**config.mk**
```make
export PLATFORM = sky130hd
export DESIGN_NAME = pc_next_seq
export DESIGN_NICKNAME = d
export VERILOG_FILES = /design/src/rtl/pc_next_seq.sv
export SDC_FILE = /design/constraint.sdc
export NUM_CORES = 1
export LEC_CHECK = 0
export ABC_AREA = 1
export CAP_MARGIN = 30
export CORE_ASPECT_RATIO = 0.75
export CORE_MARGIN = 2
export CORE_UTILIZATION = 50
export DETAILED_ROUTE_END_ITERATION = 6
export PLACE_DENSITY = 0.84
export SLEW_MARGIN = 10
export SYNTH_ARGS = -nofsm -noshare
export SYNTH_HDL_FRONTEND = slang
export SYNTH_SLANG_ARGS = --single-unit
```
**constraint.sdc**
```tcl
create_clock -name CLK -period 5.2 [get_ports CLK]
set_clock_uncertainty 0.1 [all_clocks]
set_input_delay 0.78 -clock CLK [delete_from_list [all_inputs] [get_ports CLK]]
set_output_delay 0.78 -clock CLK [all_outputs]
set_load 0.005 [all_outputs]
```
**src/rtl/pc_next_seq.sv**
```systemverilog
// pc_next_seq: next-PC sequencer feeding the D input of a reset-less PC register.
// Owns the reset vector and boot cycle, holds under stall, buffers a redirect
// arriving during a stall and diverts misaligned jump/branch targets to the trap
// handler.
//
// Optional build macro: PC_REDIRECT_CNT_EN adds the REDIRECT_CNT output, a
// saturating count of cycles whose PC_SRC is branch/jump/trap/mret/pending.
//
//   state    | meaning
//   ---------+------------------------------------------------------------
//   ST_BOOT  | first cycle after reset, drive RESET_VECTOR, ignore inputs
//   ST_RUN   | normal sequencing, no stall seen on the previous cycle
//   ST_HOLD  | previous cycle was stalled; a redirect may be buffered
module pc_next_seq #(
    parameter logic [31:0] RESET_VECTOR = 32'h0000_0000,
    parameter logic [31:0] TRAP_VECTOR  = 32'h0000_0100,
    parameter logic [31:0] STEP         = 32'd4
) (
    input  logic        CLK,
    input  logic        RST,
    input  logic [31:0] PC_Q,
    input  logic        STALL,
    input  logic        BR_TAKEN,
    input  logic [31:0] BR_TARGET,
    input  logic        JMP,
    input  logic [31:0] JMP_TARGET,
    input  logic        TRAP_REQ,
    input  logic        MRET,
    output logic [31:0] PC_D,
    output logic [2:0]  PC_SRC,
    output logic [31:0] EPC,
    output logic        MISALIGN,
    output logic        PEND
`ifdef PC_REDIRECT_CNT_EN
   ,output logic [15:0] REDIRECT_CNT
`endif
);

    localparam logic [1:0] ST_BOOT = 2'd0;
    localparam logic [1:0] ST_RUN  = 2'd1;
    localparam logic [1:0] ST_HOLD = 2'd2;

    localparam logic [2:0] SRC_SEQ  = 3'd0;
    localparam logic [2:0] SRC_BR   = 3'd1;
    localparam logic [2:0] SRC_JMP  = 3'd2;
    localparam logic [2:0] SRC_TRAP = 3'd3;
    localparam logic [2:0] SRC_MRET = 3'd4;
    localparam logic [2:0] SRC_PEND = 3'd5;
    localparam logic [2:0] SRC_HOLD = 3'd6;
    localparam logic [2:0] SRC_BOOT = 3'd7;

    logic [1:0]  state_q, state_d;
    logic [31:0] epc_q, epc_d;
    logic        pend_valid_q, pend_valid_d;
    logic [31:0] pend_addr_q, pend_addr_d;
    logic        misalign_q, misalign_d;
    // EPC may be written only once per stall; this remembers that it was.
    logic        epc_taken_q, epc_taken_d;

    logic        rd_valid;
    logic [31:0] rd_addr;
    logic [2:0]  rd_src;
    logic        rd_mis;
    logic        jmp_mis;
    logic        br_mis;

    assign jmp_mis = |JMP_TARGET[1:0];
    assign br_mis  = |BR_TARGET[1:0];

    // Non-trap redirect choice (MRET > JMP > BR); misaligned targets become a trap.
    always_comb begin
        rd_valid = 1'b0;
        rd_addr  = '0;
        rd_src   = SRC_SEQ;
        rd_mis   = 1'b0;
        if (MRET) begin
            rd_valid = 1'b1;
            rd_addr  = epc_q;
            rd_src   = SRC_MRET;
        end else if (JMP) begin
            rd_valid = 1'b1;
            if (jmp_mis) begin
                rd_addr = TRAP_VECTOR;
                rd_src  = SRC_TRAP;
                rd_mis  = 1'b1;
            end else begin
                rd_addr = JMP_TARGET;
                rd_src  = SRC_JMP;
            end
        end else if (BR_TAKEN) begin
            rd_valid = 1'b1;
            if (br_mis) begin
                rd_addr = TRAP_VECTOR;
                rd_src  = SRC_TRAP;
                rd_mis  = 1'b1;
            end else begin
                rd_addr = BR_TARGET;
                rd_src  = SRC_BR;
            end
        end
    end

    // Next-PC selection, pending-redirect buffer and EPC/MISALIGN updates.
    always_comb begin
        state_d      = state_q;
        epc_d        = epc_q;
        pend_valid_d = pend_valid_q;
        pend_addr_d  = pend_addr_q;
        misalign_d   = 1'b0;
        epc_taken_d  = epc_taken_q;
        PC_D         = PC_Q + STEP;
        PC_SRC       = SRC_SEQ;

        if (state_q == ST_BOOT) begin
            // Reset holds state_q at ST_BOOT, so this also covers RST=1.
            PC_D        = RESET_VECTOR;
            PC_SRC      = SRC_BOOT;
            state_d     = ST_RUN;
            epc_taken_d = 1'b0;
        end else if (STALL) begin
            state_d = ST_HOLD;
            PC_D    = PC_Q;
            PC_SRC  = SRC_HOLD;
            if (TRAP_REQ) begin
                // A trap always wins the buffer, even over an earlier redirect.
                pend_valid_d = 1'b1;
                pend_addr_d  = TRAP_VECTOR;
                if (!epc_taken_q) begin
                    epc_d       = PC_Q;
                    epc_taken_d = 1'b1;
                end
            end else if (!pend_valid_q && rd_valid) begin
                pend_valid_d = 1'b1;
                pend_addr_d  = rd_addr;
                if (rd_mis) begin
                    misalign_d = 1'b1;
                    if (!epc_taken_q) begin
                        epc_d       = PC_Q;
                        epc_taken_d = 1'b1;
                    end
                end
            end
        end else if (pend_valid_q) begin
            // Release cycle: only a fresh trap can override the buffered target.
            state_d      = ST_RUN;
            pend_valid_d = 1'b0;
            epc_taken_d  = 1'b0;
            if (TRAP_REQ) begin
                PC_D   = TRAP_VECTOR;
                PC_SRC = SRC_TRAP;
                epc_d  = PC_Q;
            end else begin
                PC_D   = pend_addr_q;
                PC_SRC = SRC_PEND;
            end
        end else begin
            state_d     = ST_RUN;
            epc_taken_d = 1'b0;
            if (TRAP_REQ) begin
                PC_D   = TRAP_VECTOR;
                PC_SRC = SRC_TRAP;
                epc_d  = PC_Q;
            end else if (rd_valid) begin
                PC_D   = rd_addr;
                PC_SRC = rd_src;
                if (rd_mis) begin
                    epc_d      = PC_Q;
                    misalign_d = 1'b1;
                end
            end
        end
    end

    // State registers; reset discards any buffered redirect and restarts at boot.
    always_ff @(posedge CLK or posedge RST) begin
        if (RST) begin
            state_q      <= ST_BOOT;
            epc_q        <= '0;
            pend_valid_q <= 1'b0;
            pend_addr_q  <= '0;
            misalign_q   <= 1'b0;
            epc_taken_q  <= 1'b0;
        end else begin
            state_q      <= state_d;
            epc_q        <= epc_d;
            pend_valid_q <= pend_valid_d;
            pend_addr_q  <= pend_addr_d;
            misalign_q   <= misalign_d;
            epc_taken_q  <= epc_taken_d;
        end
    end

    assign EPC      = epc_q;
    assign MISALIGN = misalign_q;
    assign PEND     = pend_valid_q;

`ifdef PC_REDIRECT_CNT_EN
    logic [15:0] redirect_cnt_q, redirect_cnt_d;
    logic        redirect_cyc;

    assign redirect_cyc = (PC_SRC >= SRC_BR) && (PC_SRC <= SRC_PEND);

    // Saturating count of redirect cycles.
    always_comb begin
        redirect_cnt_d = redirect_cnt_q;
        if (redirect_cyc && (redirect_cnt_q != 16'hFFFF)) begin
            redirect_cnt_d = redirect_cnt_q + 16'd1;
        end
    end

    // Counter register.
    always_ff @(posedge CLK or posedge RST) begin
        if (RST) begin
            redirect_cnt_q <= '0;
        end else begin
            redirect_cnt_q <= redirect_cnt_d;
        end
    end

    assign REDIRECT_CNT = redirect_cnt_q;
`endif

endmodule

```
* Word-level counts from Yosys, hierarchy flattened
Cells that the tools add are included.
** Storage, ports and cells
- Flip-flop bits (word level) :: 69
- Input port bits :: 103
- Word-level logic and storage cells :: 84
** Operators by class
- Add/sub/neg operators :: 1
- Equal/unequal tests :: 4
- Mux-type cells :: 60
- Bitwise operators :: 1
- Reduce and logical (&&, ||, !) cells :: 12
** Operators with widths (count)
- 32-bit 2-to-1 mux :: 23
- 32-bit by 3-bit adder with 32-bit output, second input constant :: 1
- 1-bit 2-to-1 mux :: 25
- 3-bit 2-to-1 mux :: 8
- 2-bit 2-to-1 mux :: 4
- 4-bit by 1-bit inequality test with 1-bit output, second input constant :: 2
- 5-bit AND reduction :: 1
- 2-bit AND reduction :: 2
- 2-bit nonzero test :: 2
- 2-bit OR reduction :: 2
- 3-bit by 1-bit inequality test with 1-bit output, second input constant :: 1
- 3-bit inequality test, second input constant :: 1
- 3-bit AND reduction :: 1
- 3-bit nonzero test :: 1
- 2-bit logical NOT :: 1
- 1-bit logical AND :: 1
- 1-bit logical NOT :: 1
- 1-bit NOT :: 1

* Logic depth before layout (Yosys ltp)
Gate-level depths: netlist of run 1.
- Word-level depth :: 11
- Mapped depth :: 11

* Worst setup path before layout of run 1
No wires, ideal clock.
- Path kind :: input to output
- Start point :: input port PC_Q[2]
- End point :: output port PC_D[24]
- Arrival :: 1810 ps
- Setup slack :: 2510 ps
- Cell stages on the path :: 10
- Path buffers :: 0
- Path through :: ha_1 -> nand3_1 -> inv_2 -> nand3_1 -> nor2_2 -> nand2_1 -> a21oi_1 -> o21ai_1 -> nand2_1 -> nand2_1
** On the way
- Word-level cells in the longest chain between the ends :: 6
** Ends and longest elaborated chain
- start: declaration :: line 21 : input logic [31:0] PC_Q,
- 32-bit by 3-bit adder with 32-bit output :: line 111 : PC_D = PC_Q + STEP;
- 32-bit 2-to-1 mux :: line 163 : end else if (rd_valid) begin
- 32-bit 2-to-1 mux :: line 159 : if (TRAP_REQ) begin
- 32-bit 2-to-1 mux :: line 143 : end else if (pend_valid_q) begin
- 32-bit 2-to-1 mux :: line 120 : end else if (STALL) begin
- 32-bit 2-to-1 mux :: line 114 : if (state_q == ST_BOOT) begin
- end: declaration :: line 29 : output logic [31:0] PC_D,
Every way passes these cells.

* Worst setup path after layout of run 1
- Start point :: input port STALL
- End point :: output port PC_D[21]
** On the way
- Word-level cells in the longest chain between the ends :: 2
** Ends and longest elaborated chain
- start: declaration :: line 22 : input logic STALL,
- 32-bit 2-to-1 mux :: line 120
- 32-bit 2-to-1 mux :: line 114
Every way passes these cells.

==> results of run 1 <==
==> through the flow <==
step	hold WS [ns]	worst slack [ns]	instances
global placement	0.393	0.812	1028
detailed placement	0.406	0.777	1028
global route	0.443	0.483	1044
finish	0.422	0.595	1044
floorplan	0.373	2.51	757
CTS	0.419	0.725	1044
==> cell usage after synthesis (2+ instances only) <==
master / instances / area (sq um)
nor3_1: 5 / 25.0
inv_1: 63 / 236
clkbuf_1: 17 / 63.8
nand2_1: 242 / 908
a22oi_1: 6 / 45.0
o221ai_1: 2 / 17.5
nand2_2: 2 / 12.5
a21oi_1: 35 / 175
a221oi_1: 2 / 17.5
nor2_2: 4 / 25.0
buf_2: 14 / 70.1
buf_4: 4 / 30.0
o22ai_2: 11 / 138
dfrtp_1: 69 / 1730
o21ai_0: 66 / 330
nand3_1: 46 / 230
buf_6: 3 / 33.8
nor2_1: 45 / 169
nand4_1: 6 / 37.5
buf_1: 3 / 11.3
inv_2: 7 / 26.3
o2bb2ai_1: 2 / 17.5
a31o_2: 6 / 52.6
xor2_1: 7 / 61.3
o21ai_1: 70 / 350
==> worst max path at each step <==
stage,from,to,slack [ns],cells past startpoint
after detailed placement,STALL,PC_D[21],0.78,9
after global placement,STALL,PC_D[21],0.81,9
after floorplan,PC_Q[2],PC_D[24],2.51,10
after CTS,STALL,PC_D[21],0.73,9
after global routing,STALL,PC_D[17],0.48,9
final,STALL,PC_D[21],0.60,9
==> area by class of cell <==
cell class                      instances  share of cell area (%)
Inverter                               70                    3.70
Clock inverter                          5                    1.50
Sequential cell                        69                    24.3
Timing Repair Buffer                  180                    25.1
Clock buffer                           11                    3.56
Tap cell                              132                    2.33
Multi-Input combinational cell        577                    39.5
==> power by group through the flow <==
stage                     logic [W]  registers [W]  clock network (W)
final                      0.000694       0.000730           0.000750
after detailed placement   0.000675       0.000732                  0
after CTS                  0.000685       0.000725           0.000748
after global routing       0.000747       0.000741           0.000772
after floorplan            0.000309       0.000711                  0
after global placement     0.000665       0.000729                  0
==> layout by cell type, fill, tap and decap left out, types with 2 or more instances in the layout <==
cell type        instances
a21oi_1                 35
a221oi_1                 2
a22oi_1                  6
a31o_2                   6
buf_4                    9
bufinv_16                3
clkbuf_16                9
clkbuf_8                 2
clkdlybuf4s50_1        171
dfrtp_1                 69
inv_1                   62
inv_2                    8
nand2_1                242
nand2_2                  2
nand3_1                 46
nand4_1                  6
nor2_1                  44
nor2_2                   5
nor3_1                   5
o21ai_0                 66
o21ai_1                 70
o221ai_1                 2
o22ai_2                 11
o2bb2ai_1                2
xor2_1                   7
==> cell families after synthesis <==
logic type	synth area share [%]
fa+ha+maj	0.250
flops	34.5
simple gates	30.4
buf+inv	9.43
compound gates	24.0
xor+xnor	1.40
==> worst max-delay path: stages <==
cell	delay [ns]
clkdlybuf4s50_1	0.45
nor2_1	0.28
nand2_1	0.39
inv_1	0.68
o21ai_0	0.20
a21oi_1	0.19
nand2_1	0.06
o21ai_0	0.12
clkdlybuf4s50_1	0.57
==> metal layers <==
metal | up-vias | global-route usage, %
met5 | - | 0
met4 | 0 | 11.7
met3 | 58 | 10.5
met2 | 427 | 52.0
met1 | 2851 | 55.1
li1 | 2808 | -
==> state kept, by name, indices dropped and copies added, names as in the netlist <==
name         cells
pend_addr_q     32
EPC             32
epc_taken_q      1
MISALIGN         1
state_q          2
PEND             1
==> flow_summary.ini, run 1 <==
[critical_path]
r2r_slack_ns = 1.91
critPathArrivalTime_ns = 3.72
crit_type = input port to output pin
r2r-start = PEND
end_kind = output pin
cp_data_required_time_ns = 4.32
ff2ff_path_depth = 7
cp_max_fo = 21
r2r_end = EPC[17]
critPathLaunchType = input port

[place]
placed_cell_area_sq_um = 6740
portBuffers = 171
dpl.hpwl_mm = 14.1
place_congestion = 0.979

[drt]
top_layer = met4
drt-total-wl_mm = 19.9
dr_wl_met2_mm = 8.26
ant_nets = 0
wl_per_cell_um = 19.1
via_count = 6144
vias_per_cell = 5.89
first_iter_violations = 616
drc = 0
wl_met3_mm = 2.45
dr.pass1.iters = 6
met1_length_mm = 8.70

[pwr]
ir_worst_vdd_v = 0.000208
finalPower_w = 0.00217
p_sw_w = 0.000696
power.share.clock_pct = 34.5
p_leak_nw = 3.08
power_frac_comb_pct = 31.9
switching_share_pct = 32.0
power.internal_w = 0.00148
seq_power_share_pct = 33.6
power-per-cell-area_nw_per_um2 = 306

[min_path]
hold_depth = 2
min-delay-start = pend_addr_q[24]
holdPathEnd = pend_addr_q[24]
hp-class = flip-flop to flip-flop

[sta]
hold_viol = 0
slew_headroom_pct = 41.7
fin_crit_sh_pct = 88.6
setup_tns_ns = 0
rsz0062_at_grt = false
worst_pin_slew_ns = 0.874
drv_slew = 0
setup_viol = 0
max_freq_mhz = 217
layout_min_cycle_time_ns = 4.60

[finish]
drive_gt1_share_pct = 7.13
stdcell_area_sq_um = 7100
nNetsFinal = 1011
utilization_pct = 73.2
fillers = 778
antenna_cells = 0
areaGrowthSynthToFinish_pct = 41.9
regArea_sq_um = 1730
multi_input_area_sq_um = 2810

[grt]
grt.overflow.total = 0
grt_pass1_vias = 5760
grt_pass1_wl_mm = 31.2
grt_usage_pct = 37.1
grt_max_degree = 38
antenna_found_initial = 0

[clocking]
cts_tree = built
cts-root-buf = clkbuf_16
cts_hold_buffers = 0
cts.sinks = 69
clkLatencyLatePin_ns = 0.34
clk_path_buf_depth = 2
htree_levels = 3
cts_inserted_buffers = 9
clkTransAtPathRegs_ns = 0.06
post-cts-setup-buffers = 0
ctsResizeCount = 0

[logic_synthesis]
ys_seq_area_share_pct = 34.5
ys_ff_latch = 69
ys_warn_count = 0
synth-edff-count = 0
synth_fp_nets = 861
syn_area_per_cell_sq_um = 6.61
synth-main-ff-cell = dfrtp_1
synthCells = 757
synth_area_sq_um = 5000
ys_types = 45
async_flop_share_pct = 100

[floorplan]
die_x_um = 119
initial_core_util_pct = 51.6
core_sq_um = 9700
die_height_um = 90.6
ioPinCount = 172
die_area_sq_um = 10800
rows = 31

[run_status]
outcome = complete, no violations

[run]
cap_violations = 0
Power figures use the tool's default switching activity.
==> run 2, diff against run 1 <==
==> constraint.sdc (replaced) <==
create_clock -name CLK -period 5.2 [get_ports CLK]
set_clock_uncertainty 0.1 [all_clocks]
set_input_delay 0.78 -clock CLK [delete_from_list [all_inputs] [get_ports CLK]]
set_output_delay 0.78 -clock CLK [all_outputs]
set_load 0.1 [all_outputs]
==> run 2 against run 1 <==
Final area grew 3.8%. Fmax is 7.1% higher. Register-to-register slack better by 0.08 ns. Clock-buffer cell count is 2 lower. Global-route usage shrank 0.99 points. Die area stayed put. Setup slack gained 0.31 ns. First-iteration DRC count increased by 23%. Non-clock buffer count increased by 2. Critical path type unchanged. Largest power group is now combinational cells.
==> flow_summary.ini, run 2 (synthesized netlist as in run 1, its figures left out) <==
[floorplan]
die_area_sq_um = 10800
die_x_um = 119
core_sq_um = 9700
die_height_um = 90.6
ioPinCount = 172
rows = 31
initial_core_util_pct = 51.6

[clocking]
cts-root-buf = clkbuf_16
ctsResizeCount = 0
clk_path_buf_depth = 2
cts_tree = built
htree_levels = 3
cts_hold_buffers = 0
cts_inserted_buffers = 9
post-cts-setup-buffers = 0
clkTransAtPathRegs_ns = 0.06
cts.sinks = 69
clkLatencyLatePin_ns = 0.34

[grt]
grt_max_degree = 59
grt_pass1_vias = 6006
grt_usage_pct = 36.1
antenna_found_initial = 0
grt.overflow.total = 0
grt_pass1_wl_mm = 30.8

[drt]
wl_per_cell_um = 18.7
via_count = 6171
ant_nets = 0
drc = 0
first_iter_violations = 756
dr.pass1.iters = 6
vias_per_cell = 5.90
drt-total-wl_mm = 19.5

[finish]
nNetsFinal = 1013
fillers = 749
antenna_cells = 0
utilization_pct = 75.9
regArea_sq_um = 1730
layout_commonest_cell = nand2_1
final_cell_mix = nand2_1 (242), clkdlybuf4s50_1 (137), o21ai_1 (70), dfrtp_1 (69), o21ai_0 (66)
areaGrowthSynthToFinish_pct = 47.3
multi_input_area_sq_um = 2810
drive_gt1_share_pct = 11.1

[critical_path]
critPathArrivalTime_ns = 3.42
end_kind = output pin
critPathLaunchType = input port
cp_max_fo = 21
crit_type = input port to output pin
cp_data_required_time_ns = 4.32

[sta]
setup_viol = 0
slew_headroom_pct = 32.1
layout_min_cycle_time_ns = 4.30
drv_slew = 0
fin_crit_sh_pct = 82.7
hold_viol = 0
setup_tns_ns = 0
rsz0062_at_grt = false
setup_ws_ns = 0.902
worst_pin_slew_ns = 1.02
max_freq_mhz = 233

[min_path]
hp-class = flip-flop to flip-flop

[pwr]
p_leak_nw = 3.23
power-per-cell-area_nw_per_um2 = 378
ir_worst_vdd_v = 0.000227
finalPower_w = 0.00278

[run]
cap_violations = 0

[place]
place_congestion = 1.17
dpl.hpwl_mm = 14.1
place_ws_ns = 1.04
portBuffers = 171

[run_status]
outcome = complete, no violations
==> run 2: cell types whose count changed in the layout (fill, tap and decap cells not counted), sizes merged <==
cell,change
buf,+36
clkdlybuf4s50,-34
inv,+4
bufinv,-3
clkbuf,-2
clkinv,+1
==> run 2: power by group <==
part / internal, W / switching (W) / total [W]
sequential: 0.000642 / 0.000101 / 0.000742
clock: 0.000333 / 0.000262 / 0.000594
combinational: 0.000405 / 0.00104 / 0.00145
==> run 2: per-layer routing <==
metal | global-route usage, % | routed length, um | vias to the layer above
met5 | 0 | 0 | -
met4 | 12.9 | 522 | 0
met3 | 11.9 | 2650 | 68
met2 | 52.1 | 8220 | 448
met1 | 50.6 | 8130 | 2838
li1 | - | - | 2817
==> run 2: critical path, stage by stage <==
cell             delay [ns]
clkdlybuf4s50_1        0.47
inv_1                  0.22
nand2_1                0.38
inv_1                  0.68
o21ai_0                0.20
a21oi_1                0.17
nand2_1                0.06
o21ai_0                0.19
buf_12                 0.24
==> run 2: area by class of cell <==
| class | count | share of cell area [%] |
|---|---|---|
| Timing Repair Buffer | 182 | 28.7 |
| Inverter | 70 | 3.57 |
| Tap cell | 132 | 2.24 |
| Clock inverter | 7 | 0.849 |
| Multi-Input combinational cell | 577 | 38.1 |
| Sequential cell | 69 | 23.4 |
| Clock buffer | 9 | 3.06 |
==> run 2: path summary, 6_finish.rpt <==
check	depth (start not counted)	start	slack, ns	to
setup / recovery	9	TRAP_REQ	0.90	PC_D[22]
hold / removal	1	epc_taken_q	0.41	epc_taken_q
setup reg to reg	7	PEND	1.99	EPC[9]
hold reg to reg	1	epc_taken_q	0.41	epc_taken_q
max in group asynchronous	3	RST	3.24	EPC[9]
min in group asynchronous	2	RST	0.81	EPC[26]
==> run 2: per-stage QoR <==
step	area, sq um	hold slack (ns)	std cells
global placement	7050	0.393	1029
finish	7360	0.408	1046
detailed placement	7080	0.395	1030
global route	7360	0.442	1046
CTS	7360	0.410	1046
floorplan	5000	0.373	757
==> run 3, diff against run 2 <==
--- a/config.mk
+++ b/config.mk
@@ -9,9 +9,9 @@
 export CAP_MARGIN = 30
 export CORE_ASPECT_RATIO = 0.75
 export CORE_MARGIN = 2
-export CORE_UTILIZATION = 50
+export CORE_UTILIZATION = 42
 export DETAILED_ROUTE_END_ITERATION = 6
-export PLACE_DENSITY = 0.84
+export PLACE_DENSITY = 0.75
 export SLEW_MARGIN = 10
 export SYNTH_ARGS = -nofsm -noshare
 export SYNTH_HDL_FRONTEND = slang
==> constraint.sdc (replaced) <==
create_clock -name CLK -period 3.5 [get_ports CLK]
set_clock_uncertainty 0.1 [all_clocks]
set_input_delay 0.525 -clock CLK [delete_from_list [all_inputs] [get_ports CLK]]
set_output_delay 0.525 -clock CLK [all_outputs]
set_load 0.1 [all_outputs]
==> run 3 against run 2 <==
Die area up 18%. Via count shrank 5.2%. Clock-buffer cell count is 3 higher. Clock power rose by 72%. Non-clock buffer count is 7 higher. Register-to-register slack worse by 0.77 ns. Worst hold slack improved by 0.0049 ns. Critical endpoint is now PC_D[26]. Largest power group unchanged.
==> flow_summary.ini, run 3 (synthesized netlist as in run 1, its figures left out) <==
[critical_path]
cp.depth = 12
startpoint = PC_Q[2]
critPathLaunchType = input port
ff2ff_path_depth = 8
r2r_slack_ns = 1.22
cp-endpoint = PC_D[26]
r2r_end = pend_addr_q[8]
crit_family = simple AND/OR/NAND/NOR gates
critPathArrivalTime_ns = 2.68
crit_type = input port to output pin
r2r-start = PEND
cp_max_fo = 5
worst-path-buf-inv = 3
worstPathCellList = clkdlybuf4s50_1 -> ha_1 -> nand3_1 -> inv_2 -> nand3_1 -> nor2_1 -> nand2_1 -> xor2_1 -> nand2_1 -> nand2_1 -> nand2_1 -> buf_12
end_kind = output pin
slowest_stage = clkdlybuf4s50_1
cp_common_cell = nand2_1
cp_data_required_time_ns = 2.87
cpPeakStageDelay_ns = 0.55

[finish]
stdcell_area_sq_um = 7570
drive_gt1_share_pct = 12.3
fin_cells = 1083
layout_commonest_cell = nand2_1
nNetsFinal = 1020
final_cell_mix = nand2_1 (242), clkdlybuf4s50_1 (133), o21ai_1 (70), dfrtp_1 (69), o21ai_0 (66)
areaGrowthSynthToFinish_pct = 51.5
antenna_cells = 0

[pwr]
power_frac_comb_pct = 50.6
seq_power_share_pct = 25.5
switching_share_pct = 47.6
power.share.clock_pct = 23.9
power.internal_w = 0.00223
ir_worst_vdd_v = 0.000334
power-per-cell-area_nw_per_um2 = 561
p_leak_nw = 3.32
p_sw_w = 0.00202

[clocking]
cts_tree = built
cts-root-buf = clkbuf_16
ctsResizeCount = 0
cts_hold_buffers = 0
cts_inserted_buffers = 9
post-cts-setup-buffers = 0
clk_path_buf_depth = 2
cts.sinks = 69
clkLatencyLatePin_ns = 0.34
clkTransAtPathRegs_ns = 0.06
htree_levels = 3

[sta]
setup_viol = 0
max_freq_mhz = 303
drv_slew = 0
fin_crit_sh_pct = 94.4
rsz0062_at_grt = false
slew_headroom_pct = 32.2
worst_pin_slew_ns = 1.01
layout_min_cycle_time_ns = 3.30
hold_viol = 0
setup_ws_ns = 0.196

[place]
dpl.hpwl_mm = 13.4
place_congestion = 0.969
place_ws_ns = 0.264
placed_cell_area_sq_um = 7250
portBuffers = 171
placed_cells = 1067

[floorplan]
die_height_um = 98.5
core_sq_um = 11600
ioPinCount = 172
initial_core_util_pct = 43.1
die_area_sq_um = 12800
die_x_um = 130
rows = 34

[drt]
drt-total-wl_mm = 18.4
wl_per_cell_um = 17.0
ant_nets = 0
met1_length_mm = 8.42
first_iter_violations = 661
top_layer = met4
via_count = 5851
vias_per_cell = 5.40
drc = 0
wl_met3_mm = 1.82
dr.pass1.iters = 5
dr_wl_met2_mm = 7.80

[grt]
grt.overflow.total = 0
grt_pass1_vias = 5673
antenna_found_initial = 0
grt_usage_pct = 29.5
grt_pass1_wl_mm = 29.4
grt_max_degree = 59

[run]
cap_violations = 0

[run_status]
outcome = complete, no violations

[min_path]
hp-class = flip-flop to flip-flop
## run 3: worst min-delay path by stage
stage	from	end	slack (ns)	depth (start not counted)
after global placement	epc_taken_q	epc_taken_q	0.39	1
after floorplan	epc_taken_q	epc_taken_q	0.37	1
after global routing	pend_addr_q[17]	pend_addr_q[17]	0.43	2
after detailed placement	pend_addr_q[20]	pend_addr_q[20]	0.40	2
final	pend_addr_q[17]	pend_addr_q[17]	0.41	2
after CTS	pend_addr_q[20]	pend_addr_q[20]	0.41	2
## run 3: worst register-to-register path: cells and delay by family, from the launching register on
| family | cells | cell delay [ns] |
|---|---|---|
| simple gates | 3 | 0.76 |
| flops | 1 | 0.57 |
| compound gates | 2 | 0.42 |
| buf+inv | 3 | 0.32 |
## run 3: power groups by stage
stage               Sequential, W  Combinational [W]  Clock (W)
floorplan                 0.00174           0.000778          0
global placement          0.00108            0.00213          0
detailed placement        0.00109            0.00214          0
CTS                       0.00108            0.00215    0.00102
global route              0.00110            0.00224    0.00106
finish                    0.00108            0.00215    0.00102
## run 3: layout make-up
type	count	area (sq um)
well taps	162	203
fillers	1031	4040
clock inverters	4	70.1
flip-flops and latches	69	1730
multi-input cells	577	2820
repair buffers	189	2240
inverters	70	263
clock buffers	12	256
## run 3: through the flow
stage	power, W	setup TNS [ns]	utilization (%)	hold WS, ns
2_1_floorplan	0.00252	-3.27	-	0.373
3_3_place_gp	0.00321	0	62.4	0.389
3_5_place_dp	0.00323	0	62.4	0.399
4_1_cts	0.00425	0	65.2	0.411
5_1_grt	0.00440	0	65.2	0.429
6_report	0.00425	0	65.2	0.413
## run 3: per-layer routing
metal / track usage, % / vias up
met5: 0 / -
met1: 42.2 / 2715
met3: 8.47 / 30
li1: - / 2822
met4: 8.11 / 0
met2: 43.6 / 284
